$ cat config.mk
export PLATFORM = sky130hd
export DESIGN_NAME = doodle_sprite_fetch
export DESIGN_NICKNAME = d
export VERILOG_FILES = /design/src/rtl/doodle_sprite_fetch.sv
export SDC_FILE = /design/constraint.sdc
export NUM_CORES = 1
export LEC_CHECK = 0
export CAP_MARGIN = 40
export CORE_UTILIZATION = 40
export CTS_BUF_LIST = sky130_fd_sc_hd__clkbuf_8 sky130_fd_sc_hd__clkbuf_16
export CTS_CLUSTER_SIZE = 10
export DETAILED_ROUTE_END_ITERATION = 16
export PLACE_DENSITY = 0.87
export SLEW_MARGIN = 20
export SYNTH_ARGS = -nofsm -noshare
export SYNTH_HDL_FRONTEND = slang
export SYNTH_SLANG_ARGS = --single-unit
$ cat constraint.sdc
create_clock -name Clk -period 3.5 [get_ports Clk]
set_clock_uncertainty 0.05 [all_clocks]
set_input_delay 0.525 -clock Clk [delete_from_list [all_inputs] [get_ports Clk]]
set_output_delay 0.525 -clock Clk [all_outputs]
set_load 0.1 [all_outputs]
$ cat src/rtl/doodle_sprite_fetch.sv
// Per-pixel Doodle sprite fetch: box test and RAM address, 3-stage pipeline,
// frame-counted crouch timer, and colour-key transparency.
module doodle_sprite_fetch #(
    parameter int unsigned SPRITE_W      = 32,
    parameter int unsigned CROUCH_FRAMES = 8,
    parameter logic [23:0] KEY_RGB       = 24'hFFFFFF
) (
    input  logic        Clk,
    input  logic        Reset_n,
    input  logic [9:0]  DrawX,
    input  logic [9:0]  DrawY,
    input  logic        frame_start,
    input  logic [9:0]  DoodleX,
    input  logic [9:0]  DoodleY,
    input  logic        facing_right,
    input  logic        bounce,
    output logic [10:0] read_address,
    input  logic [23:0] data_nL,
    input  logic [23:0] data_nR,
    input  logic [23:0] data_cL,
    input  logic [23:0] data_cR,
    output logic [23:0] pixel_rgb,
    output logic        doodle_on
);

    localparam int unsigned CNT_W = $clog2(CROUCH_FRAMES + 1);
    localparam logic [CNT_W-1:0] CNT_INIT = CNT_W'(CROUCH_FRAMES);
    localparam logic [CNT_W-1:0] CNT_ONE  = CNT_W'(1);

    typedef enum logic {StNormal, StCrouch} crouch_state_e;

    logic [10:0]   w_dx;
    logic [10:0]   w_dy;
    logic          w_in_box;
    logic [10:0]   w_addr;

    logic [10:0]   r_read_address;
    logic          r_inb1;
    logic          r_inb2;
    logic [23:0]   r_pixel_rgb;
    logic          r_doodle_on;

    crouch_state_e r_state;
    crouch_state_e w_state_next;
    logic [CNT_W-1:0] r_cnt;
    logic [CNT_W-1:0] w_cnt_next;
    logic          r_fresh;
    logic          w_fresh_next;
    logic          r_disp_crouch;
    logic          r_disp_right;

    logic [23:0]   w_pix;
    logic          w_on_next;

    // 11-bit signed offsets so a wrapped 10-bit difference cannot alias into the box
    assign w_dx     = {1'b0, DrawX} - {1'b0, DoodleX};
    assign w_dy     = {1'b0, DrawY} - {1'b0, DoodleY};
    assign w_in_box = !w_dx[10] && (w_dx < 11'(SPRITE_W)) &&
                      !w_dy[10] && (w_dy < 11'(SPRITE_W));
    assign w_addr   = {1'b0, w_dy[4:0], w_dx[4:0]};

    always_ff @(posedge Clk or negedge Reset_n) begin
        if (!Reset_n) begin
            r_read_address <= '0;
            r_inb1         <= 1'b0;
            r_inb2         <= 1'b0;
        end else begin
            r_read_address <= w_in_box ? w_addr : 11'd0;
            r_inb1         <= w_in_box;
            r_inb2         <= r_inb1;
        end
    end

    // r_fresh marks a mid-frame bounce: the next frame_start starts the first
    // crouch frame rather than ending one, so it must not decrement.
    always_comb begin
        w_state_next = r_state;
        w_cnt_next   = r_cnt;
        w_fresh_next = r_fresh;
        if (bounce) begin
            w_state_next = StCrouch;
            w_cnt_next   = CNT_INIT;
            w_fresh_next = !frame_start;
        end else if (frame_start) begin
            w_fresh_next = 1'b0;
            if (r_state == StCrouch && !r_fresh) begin
                if (r_cnt == CNT_ONE) begin
                    w_state_next = StNormal;
                    w_cnt_next   = '0;
                end else begin
                    w_cnt_next = r_cnt - CNT_ONE;
                end
            end
        end
    end

    always_ff @(posedge Clk or negedge Reset_n) begin
        if (!Reset_n) begin
            r_state       <= StNormal;
            r_cnt         <= '0;
            r_fresh       <= 1'b0;
            r_disp_crouch <= 1'b0;
            r_disp_right  <= 1'b1;
        end else begin
            r_state <= w_state_next;
            r_cnt   <= w_cnt_next;
            r_fresh <= w_fresh_next;
            if (frame_start) begin
                r_disp_crouch <= (w_state_next == StCrouch);
                r_disp_right  <= facing_right;
            end
        end
    end

    always_comb begin
        w_pix = data_nL;
        unique case ({r_disp_crouch, r_disp_right})
            2'b00: w_pix = data_nL;
            2'b01: w_pix = data_nR;
            2'b10: w_pix = data_cL;
            2'b11: w_pix = data_cR;
            default: w_pix = data_nL;
        endcase
        w_on_next = r_inb2 && (w_pix != KEY_RGB);
    end

    always_ff @(posedge Clk or negedge Reset_n) begin
        if (!Reset_n) begin
            r_pixel_rgb <= '0;
            r_doodle_on <= 1'b0;
        end else begin
            r_pixel_rgb <= w_on_next ? w_pix : 24'h000000;
            r_doodle_on <= w_on_next;
        end
    end

    assign read_address = r_read_address;
    assign pixel_rgb    = r_pixel_rgb;
    assign doodle_on    = r_doodle_on;

endmodule

After elaboration in Yosys (flattened, before gate mapping):

Cells that the tools add are included.

* register bits after elaboration: 45
* output and inout bits: 36
* word-level logic and storage cells: 46

* $add $sub $neg: 3
* order comparisons: 2
* equal/unequal tests: 5
* mux-type cells: 13
* reductions and logical operators: 13

Operators with widths (count)
* 24-bit case mux with 4 select lines: 1
* 24-bit two-way mux: 1
* 24-bit != test, second input constant: 1
* 11-bit by 6-bit < comparator with 1-bit output, second input constant: 2
* 10-bit by 10-bit subtractor with 11-bit output: 2
* 4-bit two-way mux: 4
* 10-bit two-way mux: 1
* 1-bit two-way mux: 6
* 1-bit logical AND: 5
* 2-bit == test, second input constant: 2
* 4-bit by 1-bit == test with 1-bit output, second input constant: 1
* 1-bit zero test: 4
* 2-bit nonzero test: 2
* 4-bit by 1-bit subtractor with 4-bit output, second input constant: 1
* 2-bit by 1-bit == test with 1-bit output, second input constant: 1
* 2-bit zero test: 1
* 2-bit AND reduction: 1

Logic depth before layout (Yosys ltp):

Gate-level depths: netlist of run 1.

* depth in word-level cells: 6
* depth in mapped cells: 11
* mapped depth without buffers: 10

Worst setup path after synthesis of run 1:

Ideal clock, no wire load.

* path kind: input to register
* start point: input DrawY[0]
* end point: register r_inb1
* library setup time: 101 ps
* data arrival time: 2676 ps
* setup slack: 673 ps
* cell stages on the path: 11
* path buffers: 1
* cells stage by stage: inv_1 > ha_1 > inv_1 > fa_1 > a21o_1 > a221oi_2 > xor2_1 > o2111ai_1 > or3_1 > clkbuf_1 > nor4_1

* cells in the longest elaborated chain, start to end: 4
* elaborated cells between the ends (all ways): 5
* those cells by class: add/sub (1); order compare (1); reduce/logical (3)

Ends and longest elaborated chain
* start: declaration: line 11 `input logic [9:0] DrawY,`
* 10-bit by 10-bit subtractor with 11-bit output *: line 57 `assign w_dy = {1'b0, DrawY} - {1'b0, DoodleY};`
* parallel branches: the longest is 2 deep, another holds 11-bit by 6-bit < comparator with 1-bit output
* 1-bit logical AND *: line 59 `!w_dy[10] && (w_dy < 11'(SPRITE_W));`
* net w_in_box: line 34 `logic w_in_box;`
* end signal: assignment: line 69 `r_inb1 <= w_in_box;`
* end: declaration: line 38 `logic r_inb1;`

Mark *: on every way through the listed nets, which the timed path passes.
A chain may end at the register's enable or synchronous reset.

Final worst setup path of run 1:

* start point: input DrawY[0]
* end point: register r_read_address[1] (netlist: read_address[1])

* cells in the longest elaborated chain, start to end: 5
* elaborated cells between the ends (all ways): 6
* those cells by class: add/sub (1); order compare (1); mux (1); reduce/logical (3)

Ends and longest elaborated chain
* 10-bit by 10-bit subtractor with 11-bit output *: line 57
* parallel branches: the longest is 2 deep, another holds 11-bit by 6-bit < comparator with 1-bit output
* 1-bit logical AND *: line 59
* 10-bit two-way mux *: line 68 `r_read_address <= w_in_box ? w_addr : 11'd0;`
* end signal: assignment: line 68
* end: declaration: line 37 `logic [10:0] r_read_address;`

Mark *: on every way between the ends.

==> impl_metrics.yaml, run 1 <==
status:
  status: "finished, final reports clean"
sta:
  worst_pin_slew_ps: 720
  rsz0062_at_grt: "no"
  finalSetupTns_ps: 0
  setup_viol: 0
  drv_slew: 0
  min_period_ps: 3230
  fmax_mhz: 310
  max_slew_margin_pct: 52.0
  period_share_pct: 92.3
  hold_viol: 0
  setup_ws_ps: 270
setup_path:
  worstPathMaxFanout: 11
  cp_common_cell: "inv_1"
  cp_slowest_cell: "or3_1"
  worst_setup_path_start_kind: "input port"
  cp_cell_sequence: "clkdlybuf4s50_1, inv_1, ha_1, inv_1, fa_1, a21o_1, a221oi_2, xor2_1, o2111ai_1, or3_1, nor4_1"
  crit_buf_inv: 3
  r2r_slack_ps: 600
  endpoint_kind: "flip-flop"
  worstPathArrival_ps: 3360
  cp.required_ps: 3630
  critical_path.max_stage_delay_ps: 490
  crit_family: "simple AND/OR/NAND/NOR gates"
  worstSetupPathType: "input port to flip-flop"
synth:
  ys_types: 51
  ys_dominant_reg_cell: "dfrtp_1"
  syn_nets: 463
  synth_top_area_share_pct: 33.8
  ys_warn_count: 0
  synth-edff-count: 0
  async_reset_ff_share_pct: 100
  synth_most_common_cell: "dfrtp_1"
  synthTopCellsByArea: "dfrtp_1, mux4_2, ha_1, mux4_1, and2_1"
  synth.avg_cell_area_um2: 10.9
  synthSimpleGateAreaFrac_pct: 18.5
  netlist_area_mm2: 0.00326
  synthXorXnorAreaFrac_pct: 2.15
  syn_inst: 298
  synth_mux_area_share_pct: 18.6
  synth_top_family_by_area: "multiplexers"
  synth-seq-cells: 45
  synth_common_cells: "dfrtp_1, and2_1, inv_1"
  synth_fa_ha_area_share_pct: 9.67
  synth_compound_area_share_pct: 9.86
  ys_seq_area_share_pct: 34.6
  yosysTopAreaCell: "dfrtp_1"
final_layout:
  postLayoutCoreUtil_pct: 74.4
  n_fill_cell: 525
  diodes: 0
  instances_no_fill: 608
  fin_nets: 670
  area_growth_pct: 78.2
  drive_gt1_share_pct: 13.4
floorplan:
  die_h_um: 92.3
  start_util_pct: 41.8
  die_w_um: 92.3
  rows: 32
  dieArea_mm2: 0.00852
  io_pins: 177
  core_area_mm2: 0.00781
clock_network:
  hold_buffers: 0
  clk_pin_slew_ps: 90
  cts_htree_levels: 2
  cts-root-buf: "clkbuf_8"
  worstSkewPairLatency_ps: 300
  clkSinkCount: 45
  cts_buffer_depth: 2
  post_cts_buffers: 0
  cts_tree: "yes"
  cts_resized: 0
  cts_inserted_buffers: 5
global_routing:
  antenna_found_initial: 0
  gr-total-overflow: 0
  grt_max_degree: 29
  grt_pass1_vias: 3378
  grt_pass1_wl_um: 17000
  grt_util_all_layers_pct: 26.6
detailed_routing:
  first_pass_iters: 4
  drt-total-wl_um: 11200
  wl_met1_um: 3690
  ant_nets: 0
  dr_total_vias: 3290
  drc: 0
  wl_met2_um: 6470
  drtIter0Drc: 88
  dr.max_layer_used: "met4"
  wl_per_cell_um: 18.4
  dr_wl_met3_um: 627
  via_per_inst: 5.41
placed_design:
  pre_cts_slack_ps: -5.13
  globalplace.congestion: 0.820
  numPlacedInstances: 600
  port_buffers: 175
  dp_hpwl_um: 9590
min_path:
  hp-class: "input port to async pin"
power_and_ir_drop:
  power_density_mw_per_mm2: 241
  p_leak_nw: 2.54
  peakVddDrop_mv: 0.161
  fin_total_pwr_mw: 1.40
job:
  cap_violations: 0
## layer usage
metal  vias up  track usage [%]
met3        34             4.73
li1       1519                -
met1      1582             26.2
met5         -                0
met4         0             11.2
met2       155             53.2
## path summary, 6_finish.rpt
path | cells past startpoint | start | to
max in group asynchronous | 2 | Reset_n | r_disp_right
min in group Clk | 0 | r_inb1 | r_inb2
hold reg to reg | 0 | r_inb1 | r_inb2
hold / removal | 1 | Reset_n | r_fresh
setup reg to reg | 5 | r_disp_right | pixel_rgb[11]
setup / recovery | 11 | DrawY[0] | read_address[1]
## worst reg2reg max path, stage by stage, from the launching register on
cell	delay, ps
dfstp_2	870
mux4_2	350
nand4_1	120
or4_1	570
o31a_1	560
and2_1	280
## state kept, by name, indices dropped and copies added, names as in the netlist
| name | count |
|---|---|
| doodle_on | 1 |
| pixel_rgb | 24 |
| r_cnt | 4 |
| r_disp_crouch | 1 |
| r_disp_right | 1 |
| r_fresh | 1 |
| r_inb1 | 1 |
| r_inb2 | 1 |
| r_state | 1 |
| read_address | 10 |
## cell usage in the layout (no fill, tap or decap), types with 12 or more instances in the layout
cell type,instances
buf_8,26
mux4_2,15
inv_1,26
clkdlybuf4s50_1,174
a21oi_1,17
dfrtp_1,44
ha_1,22
nand2_1,12
and2_1,26
## report_power, final
group	leakage, nW	internal [mW]	total [mW]	switching, mW
logic	1.87	0.277	0.479	0.202
registers	0.607	0.527	0.542	0.0146
clock network	0.0593	0.209	0.381	0.172
## through the flow
stage,area [um^2],hold slack (ps)
2_1_floorplan,3260,179
3_3_place_gp,5050,294
3_5_place_dp,5700,293
4_1_cts,5810,109
5_1_grt,5810,127
6_report,5810,101
## logic make-up (layout without fill, tap and decap cells)
logic type / after synthesis / after routing
AOI/OAI and AO/OA: 47 / 47
xor gates and xnor gates: 8 / 8
adders and majority gates: 24 / 24
buffers and inverters: 40 / 248
DFF: 45 / 45
muxes: 27 / 27
other: 1 / 1
and+or+nand+nor: 106 / 106
## final cells by class
class	instances	area (um^2)	share of cell area, %
Timing Repair Buffer	215	2430	41.9
Multi-Input combinational cell	213	1920	33.0
Sequential cell	45	1130	19.4
Tap cell	102	128	2.20
Inverter	25	93.8	1.61
Clock buffer	5	68.8	1.18
Clock inverter	3	38.8	0.667
(Power assumes the default switching activity.)
==> inputs of run 2 (changes only) <==
- TNS_END_PERCENT: not set -> 1
==> results of run 2 <==
Same layout as run 1: the final DEF is identical, and so are final timing and power.
==> inputs of run 3 (changes only) <==
- SLEW_MARGIN: 20 -> not set
==> results of run 3 <==
Same layout as run 1: the final DEF is identical, and so are final timing and power.
